### src/rtl/mem_arbiter_if.sv
// Bus bundle between the two caches, the main-memory port and the arbiter.
// The arbiter takes the slave view; caches and memory together form the master view.
interface mem_arbiter_if #(
    parameter int ADDR_W = 16,
    parameter int DATA_W = 16
);
    // I-cache side
    logic              i_req;
    logic [ADDR_W-1:0] i_addr;
    logic              i_gnt;
    logic              i_data_valid;
    // D-cache side
    logic              d_req;
    logic              d_wr;
    logic [ADDR_W-1:0] d_addr;
    logic [DATA_W-1:0] d_wdata;
    logic              d_gnt;
    logic              d_data_valid;
    // shared read data
    logic [DATA_W-1:0] rdata;
    // memory side
    logic              mem_en;
    logic              mem_wr;
    logic [ADDR_W-1:0] mem_addr;
    logic [DATA_W-1:0] mem_wdata;
    logic              mem_data_valid;
    logic [DATA_W-1:0] mem_rdata;

    modport slave (
        input  i_req, i_addr, d_req, d_wr, d_addr, d_wdata, mem_data_valid, mem_rdata,
        output i_gnt, i_data_valid, d_gnt, d_data_valid, rdata,
               mem_en, mem_wr, mem_addr, mem_wdata
    );

    modport master (
        output i_req, i_addr, d_req, d_wr, d_addr, d_wdata, mem_data_valid, mem_rdata,
        input  i_gnt, i_data_valid, d_gnt, d_data_valid, rdata,
               mem_en, mem_wr, mem_addr, mem_wdata
    );
endinterface

### src/rtl/mem_arbiter.sv
// Round-robin owner arbiter for the single main-memory port shared by the
// I-cache fill FSM and the D-cache. One cache owns the port for a whole
// transaction; the grant is held until every outstanding read has returned.
module mem_arbiter #(
    parameter int ADDR_W      = 16,
    parameter int DATA_W      = 16,
    parameter int MEM_LATENCY = 4,
    parameter int MAX_OUT     = 8
) (
    input logic          clk,
    input logic          rst,
    mem_arbiter_if.slave bus
);
    localparam int CNT_W = $clog2(MAX_OUT + 1);
    localparam logic [CNT_W-1:0] CNT_MAX = CNT_W'(MAX_OUT);

    typedef enum logic [1:0] {
        IDLE  = 2'd0,
        OWN_I = 2'd1,
        OWN_D = 2'd2
    } state_t;

    state_t            state;
    logic              last_d;     // 1 when the D-cache owned the previous transaction
    logic [CNT_W-1:0]  out_cnt;
    logic [CNT_W-1:0]  cnt_next;
    logic              i_gnt_r;
    logic              d_gnt_r;

    logic              owner_req;
    logic              owner_wr;
    logic [ADDR_W-1:0] addr_sel;
    logic [DATA_W-1:0] wdata_sel;
    logic              rd_fwd;
    logic              dv_ok;

    // Forward the owner's request to memory; nothing leaves the arbiter in IDLE.
    always_comb begin
        owner_req = 1'b0;
        owner_wr  = 1'b0;
        addr_sel  = '0;
        wdata_sel = '0;
        case (state)
            OWN_I: begin
                owner_req = bus.i_req;
                addr_sel  = bus.i_addr;
            end
            OWN_D: begin
                owner_req = bus.d_req;
                owner_wr  = bus.d_wr;
                addr_sel  = bus.d_addr;
                wdata_sel = bus.d_wdata;
            end
            default: ;
        endcase
        // Only reads expect a response; a valid with nothing outstanding is stray and dropped.
        rd_fwd   = owner_req & ~owner_wr;
        dv_ok    = bus.mem_data_valid & (out_cnt != '0);
        cnt_next = out_cnt + {{(CNT_W-1){1'b0}}, rd_fwd} - {{(CNT_W-1){1'b0}}, dv_ok};
    end

    assign bus.mem_en       = owner_req;
    assign bus.mem_wr       = owner_wr;
    assign bus.mem_addr     = addr_sel;
    assign bus.mem_wdata    = wdata_sel;
    assign bus.i_gnt        = i_gnt_r;
    assign bus.d_gnt        = d_gnt_r;
    assign bus.i_data_valid = dv_ok & (state == OWN_I);
    assign bus.d_data_valid = dv_ok & (state == OWN_D);
    assign bus.rdata        = rst ? '0 : bus.mem_rdata;

    // Ownership FSM with registered grants and the outstanding-read counter.
    always_ff @(posedge clk or posedge rst) begin
        if (rst) begin
            state   <= IDLE;
            last_d  <= 1'b0;
            out_cnt <= '0;
            i_gnt_r <= 1'b0;
            d_gnt_r <= 1'b0;
        end else begin
            out_cnt <= cnt_next;
            case (state)
                IDLE: begin
                    // On contention the cache that did not own the port last wins.
                    if (bus.d_req && (!bus.i_req || !last_d)) begin
                        state   <= OWN_D;
                        d_gnt_r <= 1'b1;
                    end else if (bus.i_req) begin
                        state   <= OWN_I;
                        i_gnt_r <= 1'b1;
                    end
                end
                OWN_I: begin
                    if (!owner_req && cnt_next == '0) begin
                        state   <= IDLE;
                        i_gnt_r <= 1'b0;
                        last_d  <= 1'b0;
                    end
                end
                OWN_D: begin
                    if (!owner_req && cnt_next == '0) begin
                        state   <= IDLE;
                        d_gnt_r <= 1'b0;
                        last_d  <= 1'b1;
                    end
                end
                default: begin
                    state   <= IDLE;
                    i_gnt_r <= 1'b0;
                    d_gnt_r <= 1'b0;
                end
            endcase
        end
    end

    // Simulation guard: a read beyond MAX_OUT outstanding is a requester bug;
    // a zero latency would let a response coincide with its own request.
    always_ff @(posedge clk) begin
        if (!rst) begin
            assert (MEM_LATENCY > 0 && !(rd_fwd && out_cnt == CNT_MAX));
        end
    end
endmodule

### src/flat_wrapper.sv
// flat-port wrapper written by rule: the top's interface ports become plain ports
module mem_arbiter_flat 
#(
    parameter int ADDR_W      = 16,
    parameter int DATA_W      = 16,
    parameter int MEM_LATENCY = 4,
    parameter int MAX_OUT     = 8
)
  (clk, rst, bus_i_req, bus_i_addr, bus_d_req, bus_d_wr, bus_d_addr, bus_d_wdata, bus_mem_data_valid, bus_mem_rdata, bus_i_gnt, bus_i_data_valid, bus_d_gnt, bus_d_data_valid, bus_rdata, bus_mem_en, bus_mem_wr, bus_mem_addr, bus_mem_wdata);
  mem_arbiter_if #(.ADDR_W(ADDR_W), .DATA_W(DATA_W)) bus_i ();
  input logic clk;
  input logic rst;
  input wire logic [$bits(bus_i.i_req)-1:0] bus_i_req;
  input wire logic [$bits(bus_i.i_addr)-1:0] bus_i_addr;
  input wire logic [$bits(bus_i.d_req)-1:0] bus_d_req;
  input wire logic [$bits(bus_i.d_wr)-1:0] bus_d_wr;
  input wire logic [$bits(bus_i.d_addr)-1:0] bus_d_addr;
  input wire logic [$bits(bus_i.d_wdata)-1:0] bus_d_wdata;
  input wire logic [$bits(bus_i.mem_data_valid)-1:0] bus_mem_data_valid;
  input wire logic [$bits(bus_i.mem_rdata)-1:0] bus_mem_rdata;
  output wire logic [$bits(bus_i.i_gnt)-1:0] bus_i_gnt;
  output wire logic [$bits(bus_i.i_data_valid)-1:0] bus_i_data_valid;
  output wire logic [$bits(bus_i.d_gnt)-1:0] bus_d_gnt;
  output wire logic [$bits(bus_i.d_data_valid)-1:0] bus_d_data_valid;
  output wire logic [$bits(bus_i.rdata)-1:0] bus_rdata;
  output wire logic [$bits(bus_i.mem_en)-1:0] bus_mem_en;
  output wire logic [$bits(bus_i.mem_wr)-1:0] bus_mem_wr;
  output wire logic [$bits(bus_i.mem_addr)-1:0] bus_mem_addr;
  output wire logic [$bits(bus_i.mem_wdata)-1:0] bus_mem_wdata;
  assign bus_i.i_req = bus_i_req;
  assign bus_i.i_addr = bus_i_addr;
  assign bus_i.d_req = bus_d_req;
  assign bus_i.d_wr = bus_d_wr;
  assign bus_i.d_addr = bus_d_addr;
  assign bus_i.d_wdata = bus_d_wdata;
  assign bus_i.mem_data_valid = bus_mem_data_valid;
  assign bus_i.mem_rdata = bus_mem_rdata;
  assign bus_i_gnt = bus_i.i_gnt;
  assign bus_i_data_valid = bus_i.i_data_valid;
  assign bus_d_gnt = bus_i.d_gnt;
  assign bus_d_data_valid = bus_i.d_data_valid;
  assign bus_rdata = bus_i.rdata;
  assign bus_mem_en = bus_i.mem_en;
  assign bus_mem_wr = bus_i.mem_wr;
  assign bus_mem_addr = bus_i.mem_addr;
  assign bus_mem_wdata = bus_i.mem_wdata;
  mem_arbiter #(.ADDR_W(ADDR_W), .DATA_W(DATA_W), .MEM_LATENCY(MEM_LATENCY), .MAX_OUT(MAX_OUT)) u_core (.clk(clk), .rst(rst), .bus(bus_i));
endmodule
### config.mk
export PLATFORM = sky130hd
export DESIGN_NAME = mem_arbiter_flat
export DESIGN_NICKNAME = d
export VERILOG_FILES = /design/src/rtl/mem_arbiter_if.sv /design/src/rtl/mem_arbiter.sv /design/src/flat_wrapper.sv
export SDC_FILE = /design/constraint.sdc
export NUM_CORES = 1
export LEC_CHECK = 0
export CAP_MARGIN = 40
export CELL_PAD_IN_SITES_DETAIL_PLACEMENT = 0
export CELL_PAD_IN_SITES_GLOBAL_PLACEMENT = 2
export CORE_MARGIN = 10
export CORE_UTILIZATION = 13
export DETAILED_ROUTE_END_ITERATION = 8
export GPL_TIMING_DRIVEN = 0
export PLACE_DENSITY = 0.87
export SLEW_MARGIN = 20
export SYNTH_ARGS = -nofsm -noshare
export SYNTH_HDL_FRONTEND = slang
export SYNTH_SLANG_ARGS = --single-unit
### constraint.sdc
create_clock -name clk -period 4.05 [get_ports clk]
set_clock_uncertainty 0.1 [all_clocks]
set_input_delay 1.0125 -clock clk [delete_from_list [all_inputs] [get_ports clk]]
set_output_delay 1.0125 -clock clk [all_outputs]
set_load 0.03 [all_outputs]
==> summary.txt <==
Detailed routing
  – DRT Pass-1 Iters: 4
  – Post-route DRC: 0
  – Avg WL per Cell: 15.13 um
  – DRT Wirelength: between 5 and 6 mm
  – Routed wl met2: 3.184 mm
  – Highest routed metal layer: met4
  – Via density: about 4.1
  – Detailed-route via count: ~1.6k
  – M1 WL: around 2.2 mm
  – Final ANT Viol Nets: 0
  – Met3 Wirelength: between 500 and 600 um
  – 1st-iter DRT viols: about 90

Global route
  – Global-route wire length before repair: approximately 8.5 mm
  – Grt total ovfl: 0
  – Largest net degree at the start of global routing: 11
  – Antenna violations before repair: 0
  – GRT Resource Usage Total: 7.997%
  – Vias in the first global route: ~1.6k

Min path
  – Critical hold path startpoint: u_core.last_d$_DFFE_PP0P_
  – Hold Path Depth: 1
  – Min-Delay Endpoint: u_core.last_d$_DFFE_PP0P_
  – Type of the most critical hold path: reg -> reg

Final layout
  – Layout cells sized above 1: ~1.4%
  – P&R area growth vs syn: 117.1%
  – Fin util: 28.67%
  – N_diodes: 0
  – Fill count: 1001
  – Reg area: approximately 230 um^2
  – Final cell count without fillers: roughly 400
  – Area of the multi-input gates: 904.6 um^2
  – Commonest non-fill, non-tap cells in the layout: clkdlybuf4s50_1 (123), nor2b_1 (35), and2_1 (24)
  – Final nets: 365
  – Most common cell after layout, fill and taps aside: clkdlybuf4s50_1

Die
  – Chip height: roughly 120 um
  – Initial Utilization: 13.21%
  – Placement row count: 35
  – Die span in x: about 120 um
  – Total die area: 0.01355 mm^2
  – I/O pin cnt: around 120
  – Core ar.: between 0.009 and 0.01 mm^2

Setup path
  – R2R Path Start: u_core.state[0]$_DFFE_PP0P_
  – Critical Path RT: approximately 4.1 ns
  – Slowest cell on the critical path: a2111o_1
  – Worst R2R Setup Slack: 0.60 ns
  – CP Class: in -> reg
  – CP Max Fanout: 4
  – Worst path cell trace: clkdlybuf4s50_1 -> a22o_1 -> and2_1 -> nor2b_1 -> ha_1 -> fa_1 -> xor2_1 -> a2111o_1 -> a221oi_1 -> o211ai_1
  – CP max stage delay: between 0.4 and 0.5 ns
  – Critical path origin: bus_d_req
  – Reg-to-Reg End: u_core.bus.i_gnt$_DFFE_PP0P_
  – CP Capture Type: flop
  – Reg2reg path depth: 10
  – CP Launch Type: input port
  – Crit path DAT: 3.83 ns

CTS
  – Clk sinks: 9
  – Root buffer cell: clkbuf_8
  – Max clock buf depth: 2
  – Worst-Skew Late Latency: 0.23 ns
  – Post-CTS Hold Buffers: 0
  – Worst-path clk slew: 0.04 ns
  – H-tree lvl count: 1
  – Post-CTS Setup Repair Bufs: 0
  – CTS tree: built
  – Num CTS Buffers: 3
  – CTS resizes: 0

Timing
  – Fin. max-slew vios: 0
  – Final Setup Violations: 0
  – Headroom to the max-slew limit: 66.60%
  – Hold Vio Cnt, Final: 0
  – Max Clock Freq: ~0.26 GHz
  – Minimum clock period: around 3.8 ns
  – Worst-Margin Slew: 0.5010 ns
  – Final worst slack: 0.2142 ns
  – Crit share post-route: 94.71%
  – RSZ-0062 raised after global routing: no

Logic synthesis
  – Most used DFF post-synth: dfrtp_1
  – Synthesized area per cell: 7.650 um^2
  – Cell count after synthesis: roughly 160
  – Synth area leader: dfrtp_1
  – Post-synthesis sequential area ratio: approximately a fifth
  – Yosys warns: 0
  – Synthesized area: about 0.0012 mm^2
  – Synth Register Bits: 9
  – Distinct cells, synth: 32
  – Post-synth ARST share: 100.0%
  – EDFF count, synth: 0
  – Syn Nets: between 200 and 250
  – Share of the synthesized area in the top cell type: between 10% and 20%
  – Main area contributors after synthesis: dfrtp_1 (19%), nor2b_1 (18%), and2_1 (12%)

Status
  – Status: complete, no violations

Placement
  – Placed Cells: between 300 and 400
  – Port bufs: ~120
  – Setup WS pre-CTS: -0.03394 ns
  – Placer Congestion: roughly 0.81
  – DP HPWL: 5.293 mm

Power
  – Peak supply drop: 0.0001466 V
  – PD cells: between 600 and 700 mW/mm^2
  – Leak Pwr: a little under 1 nW

Flow run
  – MaxCap Viol Count: 0
## state kept, by name (all words and copies together) (netlist names)
| signal | flops |
|---|---|
| u_core.out_cnt | 4 |
| u_core.state | 2 |
| u_core.bus.d_gnt | 1 |
| u_core.bus.i_gnt | 1 |
| u_core.last_d | 1 |
## cell families (layout without fill, tap and decap cells)
family	Yosys count	count (layout)	synth area share, %
AOI/OAI and AO/OA	37	37	24.22
buffers and inverters	21	148	6.521
and+or+nand+nor	81	81	39.96
DFF	9	9	18.63
xor gates and xnor gates	1	1	0.7248
adders and majority gates	9	9	9.938
## critical path: cells and delay by family
kind | cells | cell delay [ns]
xor+xnor | 1 | 0.21
fa+ha+maj | 2 | 0.60
compound gates | 4 | 1.22
buf+inv | 1 | 0.46
simple gates | 2 | 0.33
## power breakdown
part	total, mW	internal (mW)	switching (mW)
Combinational	1.38	0.576	0.802
Clock	0.104	0.0685	0.0351
Sequential	0.169	0.141	0.0278
Total	1.65	0.786	0.865
## worst max-delay path by stage
stage                                   endpoint  depth (start not counted)
floorplan           u_core.bus.i_gnt$_DFFE_PP0P_                          9
global placement    u_core.bus.i_gnt$_DFFE_PP0P_                         10
detailed placement  u_core.bus.i_gnt$_DFFE_PP0P_                         10
CTS                                bus_rdata[12]                          4
global route                     bus_mem_addr[8]                          6
finish              u_core.bus.i_gnt$_DFFE_PP0P_                         10
## Yosys cell counts, drive strengths merged, types with 2 or more instances
| cell | n |
|---|---|
| nor3 | 3 |
| nand3 | 5 |
| a21oi | 3 |
| nand2 | 2 |
| clkbuf | 9 |
| nor2b | 35 |
| o21ai | 4 |
| nand4 | 4 |
| a222oi | 2 |
| ha | 8 |
| nor2 | 5 |
| dfrtp | 9 |
| a22oi | 17 |
| and2 | 24 |
| inv | 12 |
## layout make-up
cell class / instances / share of cell area [%]
plain buffers: 9 / 1.288
clock buffers: 4 / 1.717
inverters: 12 / 1.717
multi-input cells: 128 / 34.48
flip-flops and latches: 9 / 8.584
well taps: 111 / 5.293
repair buffers: 123 / 46.92
## through the flow
step	hold slack (ns)	area (um^2)	TNS, ns	power (mW)
2_1_floorplan	0.3654	1209	0	1.068
3_3_place_gp	0.4292	2579	-0.01457	1.561
3_5_place_dp	0.4237	2579	-0.04125	1.561
4_1_cts	0.4384	2624	0	1.671
5_1_grt	0.4570	2624	0	1.794
6_report	0.4404	2624	0	1.651
## per-layer routing
metal | up-vias | global-route usage [%]
met5 | - | 0
met4 | 0 | 1.251
met3 | 4 | 2.876
met2 | 77 | 15.76
met1 | 736 | 7.850
li1 | 810 | -
(Power assumes the default switching activity.)
